`config.mk`:
```
export PLATFORM = sky130hd
export DESIGN_NAME = psum_acc
export DESIGN_NICKNAME = d
export VERILOG_FILES = /design/src/rtl/psum_acc.sv
export SDC_FILE = /design/constraint.sdc
export NUM_CORES = 1
export LEC_CHECK = 0
export ABC_AREA = 0
export BUFFER_PORTS_ARGS = -buffer_cell sky130_fd_sc_hd__buf_2
export CAP_MARGIN = 5
export CORE_UTILIZATION = 65
export CTS_CLUSTER_DIAMETER = 200
export DETAILED_ROUTE_END_ITERATION = 7
export PLACE_DENSITY_LB_ADDON = 0.3
export RECOVER_POWER = 100
export SYNTH_ARGS = -nofsm -noshare
export SYNTH_HDL_FRONTEND = slang
export SYNTH_SLANG_ARGS = --single-unit
```
`constraint.sdc`:
```
create_clock -name clk -period 11.2 [get_ports clk]
set_input_delay 1.68 -clock clk [delete_from_list [all_inputs] [get_ports clk]]
set_output_delay 1.68 -clock clk [all_outputs]
set_load 0.1 [all_outputs]
```
`src/rtl/psum_acc.sv`:
```
// psum_acc: accumulates len partial sums from a 2-cycle MAC into one result and
// queues results in a small FIFO for a valid/ready consumer.
//
// Ports:
//    clk, reset        clock, asynchronous active-high reset
//    start, len        begin a run of len psums (len latched on an accepted start)
//    mac_valid_in      a/b vector presented to the MAC this cycle
//    psum_in           MAC result, valid 2 cycles after mac_valid_in
//    acc_out/acc_valid result at the FIFO head / FIFO non-empty
//    acc_ready         consumer pops on acc_valid && acc_ready
//    busy              run in progress or result waiting for FIFO space
//    drop_err, ovf     sticky: psum discarded / signed accumulator overflow
//
// Build option: define PSUM_ACC_SAT_EN to saturate on overflow instead of wrapping.
module psum_acc #(
   parameter int bw_psum    = 20,
   parameter int bw_acc     = 24,
   parameter int fifo_depth = 2
) (
   input  logic               clk,
   input  logic               reset,
   input  logic               start,
   input  logic [7:0]         len,
   input  logic               mac_valid_in,
   input  logic [bw_psum-1:0] psum_in,
   output logic [bw_acc-1:0]  acc_out,
   output logic               acc_valid,
   input  logic               acc_ready,
   output logic               busy,
   output logic               drop_err,
   output logic               ovf
);
   localparam int pw = (fifo_depth > 1) ? $clog2(fifo_depth) : 1;
   localparam int cw = $clog2(fifo_depth + 1);
   typedef enum logic [1:0] {IDLE, ACCUM, WAIT} state_t;
   state_t state_q, state_d;
   logic [bw_acc-1:0] acc_q, acc_d, hold_q, hold_d;
   logic [7:0] cnt_q, cnt_d, len_q, len_d;
   logic d1_q, d2_q, drop_q, drop_d, ovf_q, ovf_d;
   logic [bw_acc-1:0] mem_q [fifo_depth];
   logic [bw_acc-1:0] mem_d [fifo_depth];
   logic [pw-1:0] wr_q, wr_d, rd_q, rd_d;
   logic [cw-1:0] count_q, count_d;
   logic start_ok, tag, consume, last, pop, push, space, add_ovf;
   logic [bw_acc-1:0] psum_ext, sum_raw, sum, push_data;
   always_comb begin
      start_ok  = start && state_q == IDLE && len != 8'd0;
      tag       = mac_valid_in && (state_q == ACCUM || start_ok);
      psum_ext  = {{(bw_acc-bw_psum){psum_in[bw_psum-1]}}, psum_in};
      sum_raw   = acc_q + psum_ext;
      // overflow when both operands share a sign the result does not
      add_ovf   = acc_q[bw_acc-1] == psum_ext[bw_acc-1] && sum_raw[bw_acc-1] != acc_q[bw_acc-1];
`ifdef PSUM_ACC_SAT_EN
      sum       = !add_ovf ? sum_raw : acc_q[bw_acc-1] ? {1'b1, {(bw_acc-1){1'b0}}} : {1'b0, {(bw_acc-1){1'b1}}};
`else
      sum       = sum_raw;
`endif
      consume   = d2_q && state_q == ACCUM;
      last      = consume && cnt_q == len_q - 8'd1;
      pop       = acc_valid && acc_ready;
      // a same-cycle pop frees a slot even when the FIFO is full
      space     = count_q != cw'(fifo_depth) || pop;
      push      = space && (last || state_q == WAIT);
      push_data = state_q == WAIT ? hold_q : sum;
   end
   always_ff @(posedge clk or posedge reset) begin
      if (reset) state_q <= IDLE;
      else state_q <= state_d;
   end
   always_comb begin
      state_d = state_q;
      case (state_q)
         IDLE:    state_d = start_ok ? ACCUM : IDLE;
         ACCUM:   state_d = !last ? ACCUM : space ? IDLE : WAIT;
         WAIT:    state_d = space ? IDLE : WAIT;
         default: state_d = IDLE;
      endcase
   end
   always_comb begin
      busy      = state_q != IDLE;
      acc_valid = count_q != '0;
      acc_out   = acc_valid ? mem_q[rd_q] : '0;
      drop_err  = drop_q;
      ovf       = ovf_q;
   end
   always_comb begin
      acc_d   = start_ok ? '0 : consume ? sum : acc_q;
      cnt_d   = start_ok ? 8'd0 : consume ? cnt_q + 8'd1 : cnt_q;
      len_d   = start_ok ? len : len_q;
      hold_d  = last ? sum : hold_q;
      drop_d  = drop_q | (d2_q && state_q != ACCUM);
      ovf_d   = ovf_q | (consume && add_ovf);
      wr_d    = !push ? wr_q : wr_q == pw'(fifo_depth - 1) ? '0 : wr_q + 1'b1;
      rd_d    = !pop ? rd_q : rd_q == pw'(fifo_depth - 1) ? '0 : rd_q + 1'b1;
      count_d = count_q + cw'(push) - cw'(pop);
      mem_d   = mem_q;
      if (push) mem_d[wr_q] = push_data;
   end
   always_ff @(posedge clk or posedge reset) begin
      if (reset) begin
         acc_q   <= '0;
         cnt_q   <= '0;
         len_q   <= '0;
         hold_q  <= '0;
         d1_q    <= 1'b0;
         d2_q    <= 1'b0;
         drop_q  <= 1'b0;
         ovf_q   <= 1'b0;
         wr_q    <= '0;
         rd_q    <= '0;
         count_q <= '0;
         for (int i = 0; i < fifo_depth; i++) mem_q[i] <= '0;
      end else begin
         acc_q   <= acc_d;
         cnt_q   <= cnt_d;
         len_q   <= len_d;
         hold_q  <= hold_d;
         d1_q    <= tag;
         d2_q    <= d1_q;
         drop_q  <= drop_d;
         ovf_q   <= ovf_d;
         wr_q    <= wr_d;
         rd_q    <= rd_d;
         count_q <= count_d;
         mem_q   <= mem_d;
      end
   end
endmodule

```
# == After elaboration in Yosys (flattened, before gate mapping) ==
# Index checks and enable logic that the tools add are counted.
# totals
reg_bits,122
input_bits,33
out_inout_bits,28
wordCells,72
# op_classes
addsub,7
magnitude_cmp,3
eq_ne,7
mux,18
n_bitwise,4
n_reduce_logical,19
# ops
op,count
$mux W24,8
$bwmux W48,1
$add A24 B24 Y24,1
$demux W24 S1,1
$mux W8,2
$logic_and A1 B1 Y1,11
$add A8 B1 Y8 const B,1
$eq A8 B8 Y1,1
$reduce_bool A8 Y1,1
$sub A8 B1 Y8 const B,1
$pmux W2 S3,1
$reduce_bool A2 Y1,3
$ge A2 B2 Y1 const B,2
$mux W2,2
$not A1 Y2,2
$logic_or A1 B1 Y1,3
$mux W1,3
$add A1 B1 Y1 const B,2
$add A2 B1 Y2,1
$eq A2 B1 Y1 const B,1
$eq A2 B2 Y1 const B,1
$logic_not A2 Y1,1
$lt A2 B1 Y1 const B,1
$ne A2 B1 Y1 const B,1
other kinds (5),6

# == Longest topological paths before layout ==
# Gate-level depths: netlist of the first run.
# depth
ltp_word,7
ltp_mapped,12
mapped_depth_nobuf,12

# == Worst setup path after synthesis of the first run ==
# OpenSTA, ideal clock, no wires.
# synth_timing
path_kind,register to output
startpoint,register rd_q
endpoint,output port acc_out[10]
t_arrival_ps,2486
required_ps,9520
slack_ps,7034
path_stages_with_launch,5
n_path_buf,2
cell_sequence,dfrtp_1 > clkbuf_1 > clkbuf_1 > mux2i_1 > nor2_1
# synth_via
elab_chain_len,5
# synth_rtl
item,line,text
"start, declared",42,"logic [pw-1:0] wr_q, wr_d, rd_q, rd_d;"
"start signal, assigned",123,rd_q <= rd_d;
$not A1 Y2 (not written as such),82,acc_out = acc_valid ? mem_q[rd_q] : '0;
$mux W24 (not written as such) (3 in series),82,
$mux W24,82,
"end, declared",26,"output logic [bw_acc-1:0] acc_out,"
# No other way between the ends. The select of a mux whose other input is x is not followed.

# == Worst setup path after layout of the first run ==
# layout_timing
startpoint,register state_q[1]
endpoint,register mem_q[12] (netlist bit)
# layout_via
elab_chain_len,5
word_cells_on_any_way,8
classes_between,eq/ne: 2; mux: 2; reduce/logical: 4
# layout_rtl
item,line,text
"start, declared",36,"state_t state_q, state_d;"
"start signal, assigned",68,else state_q <= state_d;
$eq A2 B1 Y1,58,consume = d2_q && state_q == ACCUM;
$logic_and A1 B1 Y1,58,
$logic_and A1 B1 Y1,59,last = consume && cnt_q == len_q - 8'd1;
$logic_or A1 B1 Y1,63,push = space && (last || state_q == WAIT);
$logic_and A1 B1 Y1,63,
"end signal, assigned",125,mem_q <= mem_d;
"end, declared",40,logic [bw_acc-1:0] mem_q [fifo_depth];
# Several ways; a longest one is shown, not always the timed one.
# A chain may end at the register's enable or synchronous reset.

==> results of run 1 <==
-- layout by cell type (no fill, tap or decap), types with 5 or more instances in the layout --
cell       instances
mux2_2            31
nor2b_1            7
nor3_1             7
buf_2             31
dfrtp_1          122
inv_1             12
o21ai_0           55
nand4_1            5
nand2_1           91
a21o_1            19
o22ai_1            6
nor2_1            69
xor2_1            21
mux2i_1           42
ha_1              27
clkbuf_1          36
a21oi_1           46
xnor2_1           20
clkbuf_16         16
nand3_1            6
o21bai_1           5
-- final timing paths --
check / from / end / slack, ns / cells after the start
max reg2reg: state_q[1] / mem_q[12] / 4.88 / 9
min: d1_q / d2_q / 0.37 / 0
min reg2reg: d1_q / d2_q / 0.37 / 0
min in group asynchronous: reset / mem_q[5] / 1.80 / 2
max: state_q[1] / mem_q[12] / 4.88 / 9
max in group asynchronous: reset / mem_q[22] / 5.21 / 3
-- kinds of logic (layout without fill, tap and decap cells) --
logic type,Yosys count,after routing,synth area share [%]
AND/OR/NAND/NOR,216,216,14.47
AO/OA/AOI/OAI,169,169,15.42
flip-flops,122,122,44.85
multiplexers,74,74,11.47
buffers and inverters,48,112,3.015
XOR/XNOR,42,42,5.515
adder cells (fa/ha/maj),28,28,5.257
-- critical path: stages, from the launching register on --
cell and delay [ns]:
dfrtp_1 0.40, and2b_1 0.28, and2_1 0.14, clkbuf_1 0.96, nand3_1 0.20, nor3_2 0.21
nand4_1 1.35, a21oi_1 0.84, clkbuf_1 1.34, mux2_2 0.44
-- layout make-up --
type	count	area, um^2	share of cell area (%)
clock inverters	11	168.9	2.189
multi-input cells	529	3531	45.76
flip-flops and latches	122	3053	39.57
inverters	13	50.05	0.6486
clock buffers	21	449.2	5.821
repair buffers	67	297.8	3.859
well taps	133	166.4	2.157
-- stage by stage --
stage | std cells | util [%]
floorplan | 699 | -
global placement | 864 | 72.17
detailed placement | 864 | 72.17
CTS | 896 | 78.38
global route | 896 | 77.51
finish | 896 | 77.51
-- report_power, final --
part	total (W)	switching (W)	internal (W)
clock network	0.000573	0.000200	0.000373
logic	0.00120	0.000802	0.000394
registers	0.000692	0.000109	0.000584
-- state kept, by name, summed over array words and instances (netlist names) --
signal	flops
hold_q	24
acc_q	24
drop_err	1
len_q	8
ovf	1
mem_q	48
d2_q	1
state_q	2
d1_q	1
count_q	2
cnt_q	8
wr_q	1
rd_q	1
-- routing by layer --
metal  up-vias  share of wire (%)  track usage (%)
met1      2721                 43            41.36
met3        39                5.6            7.393
li1       2557                  -                -
met4         0                2.4            12.96
met5         -                  0                0
met2       206                 49            53.69
==> summary.txt, run 1 <==
Placement
  • Post-DP HPWL: between 10,000 and 15,000 um
  • Placed cell areas: between 7000 and 8000 um^2
  • Port bufs: 60
  • Gpl congestion: just under 0.9
  • Pre-CTS setup slack: ~6.8 ns

Drt
  • Post-DRT Antenna Nets: 0
  • Initial drt markers: around 400
  • Pre-antenna DRT Iters: 6
  • Wire length per cell: about 18 um
  • DRC errors left: 0
  • Routed WL: ~16,000 um
  • Via count: ~5,500
  • Post-DR vias/cell: between 6 and 7

Cells and area
  • Area growth, synth to finish: 13.36%
  • Fill cells: about 650
  • Share of layout cells above drive strength 1: ~14%
  • Layout net count: approximately 810
  • Antenna cells: 0
  • Finished Cell Area: between 7000 and 8000 um^2

Timing
  • RSZ-0062 raised after global routing: no
  • Final worst slack: about 5 ns
  • Worst-Margin Slew: ~3.6 ns
  • Max Slew Vio Count: 244
  • Fin. Hold Viols: 0
  • Max Fclk: ~160 MHz
  • Post-route setup TNS: 0 ns
  • Crit share post-route: between 50% and 60%
  • Worst slew margin: -138.2%
  • Final Skew: about 0.009 ns
  • Tmin final: around 6.3 ns
  • # setup viols final: 0
  • Hold Worst Slack: roughly 0.37 ns

Worst setup path
  • Crit-path max FO: 41
  • Worst setup EP type: flop
  • Worst EP required: ~12 ns
  • Setup crit start kind: flop
  • WS Path Type: flop to flop
  • CP arrival: ~6.7 ns

Global route
  • GRT overflow: 0
  • Initial antenna violation count: 0
  • Vias in the first global route: between 5,000 and 6,000
  • Largest net degree at the start of global routing: slightly below 70
  • First-pass GRT wire length: around 28,000 um
  • Overall routing resource usage: approximately a third

Logic synthesis
  • Avg Cell Area, Syn: around 10 um^2
  • Commonest cells post-synth: dfrtp_1 (122), nand2_1 (91), nor2_1 (68), o21ai_0 (54), a21oi_1 (45)
  • Synthesized net count: 760
  • EDFF count, synth: 0
  • Top_reg_cell synth: dfrtp_1
  • Sequential element share of the synthesized area: 44.85%
  • Distinct cell type count after synthesis: 65
  • Top cells by area, synth: dfrtp_1 (45%), mux2i_1 (6.2%), mux2_2 (5.3%)
  • Syn Inst Count: 699
  • Area leader, netlist: dfrtp_1
  • Cell Area, Synth: approximately 6800 um^2
  • Synth warnings: 0
  • Yosys reg bits: between 100 and 150
  • Most frequent cell after synthesis: dfrtp_1
  • Synth top area share: between 40 and 50%
  • Asr flop ratio synth: between 90% and 100%

Pwr
  • Power, Total: ~0.0025 W
  • Max VDD drop: between 200 and 250 uV
  • Leakage power: 3.702 nW
  • Pwr dens: about 320 nW/um^2

Clock network
  • Clock Tree Buf Depth: 2
  • Clock transition at path regs: ~0.060 ns
  • Resize count post-CTS: 0
  • Post-CTS Setup Inserts: 0
  • Num Clock Sinks: about 120
  • Clk_lat worst skew: between 0.5 and 0.6 ns
  • CTS root buf: clkbuf_8
  • CTS buffer count: 17
  • CTS tree: done
  • Hold-fix buffers, CTS: 0
  • # H-tree levels: 4

Worst hold path
  • Hold Path Class: flop to flop

Floorplanning
  • Row count: 36
  • Die X: 104.3 um
  • Initial core utilization: 68.38%
  • DIE AREA: approximately 11,000 um^2
  • Chip height: 104.3 um
  • CORE AREA: 9955 um^2
  • Ports: just over 60

Outcome
  • Status: complete, but fails checks
  • Failing checks: max-capacitance violations, max-slew violations

Run
  • Max Cap Viol: 5
Note: power is estimated with default switching activity, not from simulation.
==> run 2, diff against run 1 <==
--- a/config.mk
+++ b/config.mk
@@ -8,7 +8,7 @@
 export ABC_AREA = 0
 export BUFFER_PORTS_ARGS = -buffer_cell sky130_fd_sc_hd__buf_2
 export CAP_MARGIN = 5
-export CORE_UTILIZATION = 65
+export CORE_UTILIZATION = 60
 export CTS_CLUSTER_DIAMETER = 200
 export DETAILED_ROUTE_END_ITERATION = 7
 export PLACE_DENSITY_LB_ADDON = 0.3
==> constraint.sdc (replaced) <==
create_clock -name clk -period 6.28 [get_ports clk]
set_input_delay 0.942 -clock clk [delete_from_list [all_inputs] [get_ports clk]]
set_output_delay 0.942 -clock clk [all_outputs]
set_load 0.1 [all_outputs]
==> run 2 against run 1 <==
  * Count of clock-buffer cells in the layout shrank 3
  * First-iteration DRC count shrank 19%
  * Critical endpoint is now count_q[1]
  * Critical path type unchanged
  * Largest cell class unchanged
  * Highest routed layer unchanged
  * Register-to-register slack lost 3.0 ns
  * Largest power group unchanged
  * The flow still finishes with violations (max-capacitance violations, max-slew violations)
==> summary.txt, run 2 (same netlist as run 1, synthesis figures left out) <==
Cells and area
  • Fill cells: 795
  • Antenna cells: 0
  • Post-route insts no fill: between 900 and 1,000
  • Largest register by flop count: mem_q
  • Area growth, synth to finish: 13.53%
  • Commonest non-fill, non-tap cell in the layout: dfrtp_1
  • Top Registers: mem_q (48), acc_q (24), hold_q (24)
  • Largest register FFs: 48
  • Layout net count: between 800 and 900
  • Share of layout cells above drive strength 1: 14.94%
  • Most frequent cells in the layout: dfrtp_1 (122), nand2_1 (91), nor2_1 (69), o21ai_0 (55), a21oi_1 (45)

Worst setup path
  • Crit path largest cell delay: ~1.4 ns
  • Max stage delay cell, worst path: nand4_1
  • CP top delay family: simple AND/OR/NAND/NOR gates
  • CP arrival: between 4 and 5 ns
  • Crit-path max FO: 35
  • Worst setup EP type: flop
  • CP Buf/Inv Count: 2
  • Setup crit start kind: flop
  • Worst EP required: roughly 6.6 ns
  • WS Path Type: flop to flop
  • Critical-path cell list: and2b_1 -> and2_0 -> buf_4 -> nand3_1 -> nor3_1 -> nand4_1 -> a21o_2 -> ha_1 -> inv_1 -> ha_1 -> xnor2_1 -> xnor2_1

Floorplanning
  • Initial core utilization: between 60% and 70%
  • DIE AREA: around 12,000 um^2
  • Row count: 38
  • Ports: 61
  • Die X: roughly 110 um
  • Chip height: about 110 um
  • CORE AREA: ~11,000 um^2

Clock network
  • Num Clock Sinks: about 120
  • CTS buffer count: 17
  • Hold-fix buffers, CTS: 0
  • Clk_lat worst skew: approximately 0.42 ns
  • Post-CTS Setup Inserts: 0
  • Clock transition at path regs: 0.05 ns
  • # H-tree levels: 4
  • CTS root buf: clkbuf_16
  • Resize count post-CTS: 0
  • CTS tree: done
  • Clock Tree Buf Depth: 2

Timing
  • # setup viols final: 0
  • Max Slew Vio Count: about 140
  • Crit share post-route: 70.09%
  • Max Fclk: roughly 230 MHz
  • Final Skew: roughly 0.0077 ns
  • Hold Worst Slack: around 0.36 ns
  • Worst slew margin: -90.65%
  • Tmin final: approximately 4.4 ns
  • RSZ-0062 raised after global routing: no
  • Post-route setup TNS: 0 ns
  • Worst-Margin Slew: about 2.8 ns
  • Fin. Hold Viols: 0
  • Final worst slack: 1.878 ns

Drt
  • Post-DRT Antenna Nets: 0
  • DRC errors left: 0
  • Routed WL: 15,590 um
  • Via count: ~5,400
  • Initial drt markers: 322
  • Pre-antenna DRT Iters: 5
  • Wire length per cell: roughly 17 um
  • Post-DR vias/cell: around 6

Global route
  • Overall routing resource usage: approximately 28%
  • GRT overflow: 0
  • Initial antenna violation count: 0
  • Largest net degree at the start of global routing: 67
  • First-pass GRT wire length: around 25,000 um
  • Vias in the first global route: 5,325

Placement
  • Gpl congestion: 0.9526
  • Pre-CTS setup slack: 2.705 ns
  • Post-DP HPWL: just over 10,000 um
  • Port bufs: 60
  • Placed cells: between 800 and 900

Outcome
  • Failing checks: max-capacitance violations, max-slew violations
  • Status: complete, but fails checks

Pwr
  • Seq pwr share: between 20% and 30%
  • Share of power burned in combinational logic: about half
  • P_sw: 0.001963 W
  • Leakage power: about 3.7 nW
  • Max VDD drop: 416.2 uV
  • Pwr dens: approximately 560 nW/um^2
  • Internal: between 0.002 and 0.0025 W
  • Clock power frac: a little under a quarter
  • Switching Share: a little under half

Run
  • Max Cap Viol: 3

Worst hold path
  • Hold Path Class: flop to flop
-- run 2: final cells by class --
class / count / area (um^2) / area share [%]
multi-input combinational: 529 / 3526 / 45.63
sequential: 122 / 3053 / 39.51
clock buffer: 18 / 429.2 / 5.554
timing repair buffer: 67 / 307.8 / 3.983
clock inverter: 14 / 186.4 / 2.413
tap: 140 / 175.2 / 2.267
inverter: 13 / 50.05 / 0.6477
-- run 2: final timing paths --
path                            depth (start not counted)       start  slack [ns]          to
worst max register to register                         12  state_q[1]        1.88  count_q[1]
max in group asynchronous                               3       reset        2.63   acc_q[18]
worst min-delay path                                    0        d1_q        0.36        d2_q
worst max-delay path                                   12  state_q[1]        1.88  count_q[1]
min in group asynchronous                               2       reset        1.31    mem_q[7]
worst min register to register                          0        d1_q        0.36        d2_q
-- run 2: metal layers --
layer  vias up  GRT usage, %  wire length (um)
met2       161         45.66              7486
li1       2569             -                 -
met1      2622         37.42              7095
met4         0         11.87               293
met3        31         5.365               714
met5         -             0                 0
-- run 2: power groups by stage --
| stage | Clock (W) | Sequential [W] | Combinational [W] |
|---|---|---|---|
| floorplan | 0 | 0.00121 | 0.00163 |
| global route | 0.00107 | 0.00126 | 0.00226 |
| finish | 0.00102 | 0.00123 | 0.00209 |
| detailed placement | 0 | 0.00124 | 0.00206 |
| global placement | 0 | 0.00122 | 0.00199 |
| CTS | 0.00103 | 0.00123 | 0.00210 |
-- run 2: worst reg2reg max path: stages, from the launching register on --
cell     delay (ns)
dfrtp_1        0.40
and2b_1        0.29
and2_0         0.15
buf_4          0.29
nand3_1        0.12
nor3_1         0.21
nand4_1        1.36
a21o_2         0.71
ha_1           0.29
inv_1          0.04
ha_1           0.18
xnor2_1        0.16
xnor2_1        0.14
-- run 2: through the flow --
step	total power (W)	utilization, %	cell area, um^2
2_1_floorplan	0.002841	-	6807
6_report	0.004337	70.66	7727
3_3_place_gp	0.003211	65.78	7193
3_5_place_dp	0.003299	65.78	7193
5_1_grt	0.004587	70.66	7727
4_1_cts	0.004356	71.41	7809
==> run 3, diff against run 2 <==
--- a/config.mk
+++ b/config.mk
@@ -8,7 +8,7 @@
 export ABC_AREA = 0
 export BUFFER_PORTS_ARGS = -buffer_cell sky130_fd_sc_hd__buf_2
 export CAP_MARGIN = 5
-export CORE_UTILIZATION = 60
+export CORE_UTILIZATION = 54
 export CTS_CLUSTER_DIAMETER = 200
 export DETAILED_ROUTE_END_ITERATION = 7
 export PLACE_DENSITY_LB_ADDON = 0.3
==> constraint.sdc (replaced) <==
create_clock -name clk -period 3.5 [get_ports clk]
set_input_delay 0.525 -clock clk [delete_from_list [all_inputs] [get_ports clk]]
set_output_delay 0.525 -clock clk [all_outputs]
set_load 0.1 [all_outputs]
==> run 3 against run 2 <==
  * The flow still finishes with violations (max-capacitance violations, max-slew violations)
  * Sequential share of layout area shrank 0.66 points
  * Die area up 11%
  * Non-clock buffer count increased by 6
  * Clock power rose by 79%
  * Clock skew decreased by 0.00061 ns
  * Sequential cell count stayed put
==> summary.txt, run 3 (same netlist as run 1, synthesis figures left out) <==
Cells and area
  • Share of layout cells above drive strength 1: a little under a fifth
  • Largest register FFs: between 40 and 50
  • Top Registers: mem_q (48), acc_q (24), hold_q (24)
  • Layout net count: 817
  • Area growth, synth to finish: 15.46%
  • Commonest non-fill, non-tap cell in the layout: dfrtp_1
  • Largest register by flop count: mem_q
  • Antenna cells: 0
  • Most frequent cells in the layout: dfrtp_1 (122), nand2_1 (91), nor2_1 (68), o21ai_0 (56), a21oi_1 (45)

Placement
  • Post-DP HPWL: between 10,000 and 15,000 um
  • Port bufs: 60
  • Gpl congestion: 0.9172

Floorplanning
  • DIE AREA: around 13,000 um^2
  • CORE AREA: roughly 12,000 um^2
  • Die X: about 110 um
  • Chip height: about 110 um
  • Ports: 61
  • Row count: 40
  • Initial core utilization: 55.97%

Worst setup path
  • Crit-path max FO: 21
  • CP arrival: 3.50 ns
  • Worst EP required: 3.84 ns
  • Setup crit start kind: flop
  • Max stage delay cell, worst path: a21oi_2
  • Launch point of the critical path: len_q[0]
  • WS Path Type: flop to flop
  • R2r setup slk: around 0.34 ns
  • Worst setup EP type: flop
  • Reg-to-Reg Start: len_q[0]
  • Crit path largest cell delay: roughly 0.73 ns
  • Critical-path cell list: inv_1 -> ha_1 -> xor2_1 -> o31ai_1 -> nand4_4 -> a21oi_2 -> clkbuf_2 -> nor2_1 -> a21oi_1

Timing
  • Worst-Margin Slew: 1.945 ns
  • Fin. Hold Viols: 0
  • Tmin final: roughly 3.2 ns
  • Crit share post-route: 90.21%
  • RSZ-0062 raised after global routing: no
  • # setup viols final: 0
  • Post-route setup TNS: 0 ns
  • Final Skew: approximately 0.007 ns
  • Max Slew Vio Count: 130
  • Worst slew margin: -29.68%
  • Hold Worst Slack: 0.2852 ns
  • Max Fclk: roughly 320 MHz

Clock network
  • # H-tree levels: 4
  • CTS tree: done
  • Clock Tree Buf Depth: 2
  • Hold-fix buffers, CTS: 0
  • Clock transition at path regs: about 0.06 ns
  • Clk_lat worst skew: about 0.42 ns
  • CTS root buf: clkbuf_16
  • Post-CTS Setup Inserts: 0
  • CTS buffer count: 17
  • Num Clock Sinks: ~120
  • Resize count post-CTS: 0

Drt
  • Wire length per cell: around 17 um
  • Routed WL: approximately 16,000 um
  • DRC errors left: 0
  • Post-DR vias/cell: around 5.7
  • Post-DRT Antenna Nets: 0
  • Via count: between 5,000 and 6,000
  • Initial drt markers: 250
  • Pre-antenna DRT Iters: 5

Global route
  • First-pass GRT wire length: approximately 26,000 um
  • Initial antenna violation count: 0
  • Overall routing resource usage: 25.94%
  • Met3 usage: under 10%
  • Largest net degree at the start of global routing: 67
  • Vias in the first global route: between 5,000 and 6,000
  • Busiest layer in global routing: met2
  • GRT overflow: 0
  • Met1 global-route usage: about 34%
  • GRT met2 Usage: a little over two fifths

Run
  • Max Cap Viol: 3

Pwr
  • Leakage power: 3.820 nW
  • Max VDD drop: about 560 uV
  • Pwr dens: between 900 and 1000 nW/um^2

Outcome
  • Failing checks: max-capacitance violations, max-slew violations
  • Status: complete, but fails checks

Worst hold path
  • Hold Path Class: primary input to async pin
[run 3: cell types whose count changed in the layout (fill, tap and decap cells not counted), sizes merged]
cell      change
inv           -3
clkinv        -3
clkbuf        +7
clkinvlp      +5
[run 3: worst paths after layout]
kind                            end  cells after the start
setup / recovery           mem_q[0]                      9
hold / removal             mem_q[3]                      2
setup reg to reg           mem_q[0]                      9
hold reg to reg                d2_q                      0
max in group asynchronous  cnt_q[2]                      3
min in group clk               d1_q                      2
[run 3: worst max-delay path, delay by kind of cell, from the launching register on]
kind                       cells  cell delay [ns]
AOI/OAI and AO/OA              3             1.25
xor gates and xnor gates       1             0.18
adders and majority gates      1             0.28
buffers and inverters          2             0.45
DFF                            1             0.44
and+or+nand+nor                2             0.48
[run 3: layout make-up]
class	count	area [um^2]
Fill cell	1003	4303
Sequential cell	122	3053
Multi-Input combinational cell	529	3548
Clock inverter	13	167.7
Tap cell	168	210.2
Clock buffer	19	452.9
Inverter	13	50.05
Timing Repair Buffer	73	376.6
[run 3: through the flow]
step,cells,total power [W],setup slack (ns),utilization (%),cell area [um^2]
floorplan,699,0.005098,0.4895,-,6810
global placement,905,0.005814,0.4010,60.02,7300
detailed placement,905,0.005955,0.2642,60.02,7300
CTS,937,0.007822,0.4135,65.12,7920
global route,937,0.008300,0.1432,64.62,7859
finish,937,0.007807,0.3426,64.62,7859
[run 3: per-layer routing]
metal	vias to the layer above	part of all wire, %
li1	2576	-
met1	2630	48
met2	140	47
met3	20	3.5
met4	0	1.5
met5	-	0
[run 3: report_power, final]
part           total, W  leakage [nW]  switching (W)  internal (W)
clock           0.00183         0.288       0.000668       0.00116
combinational   0.00375          2.02        0.00246       0.00129
sequential      0.00223          1.51       0.000362       0.00187
total           0.00781          3.82        0.00349       0.00432
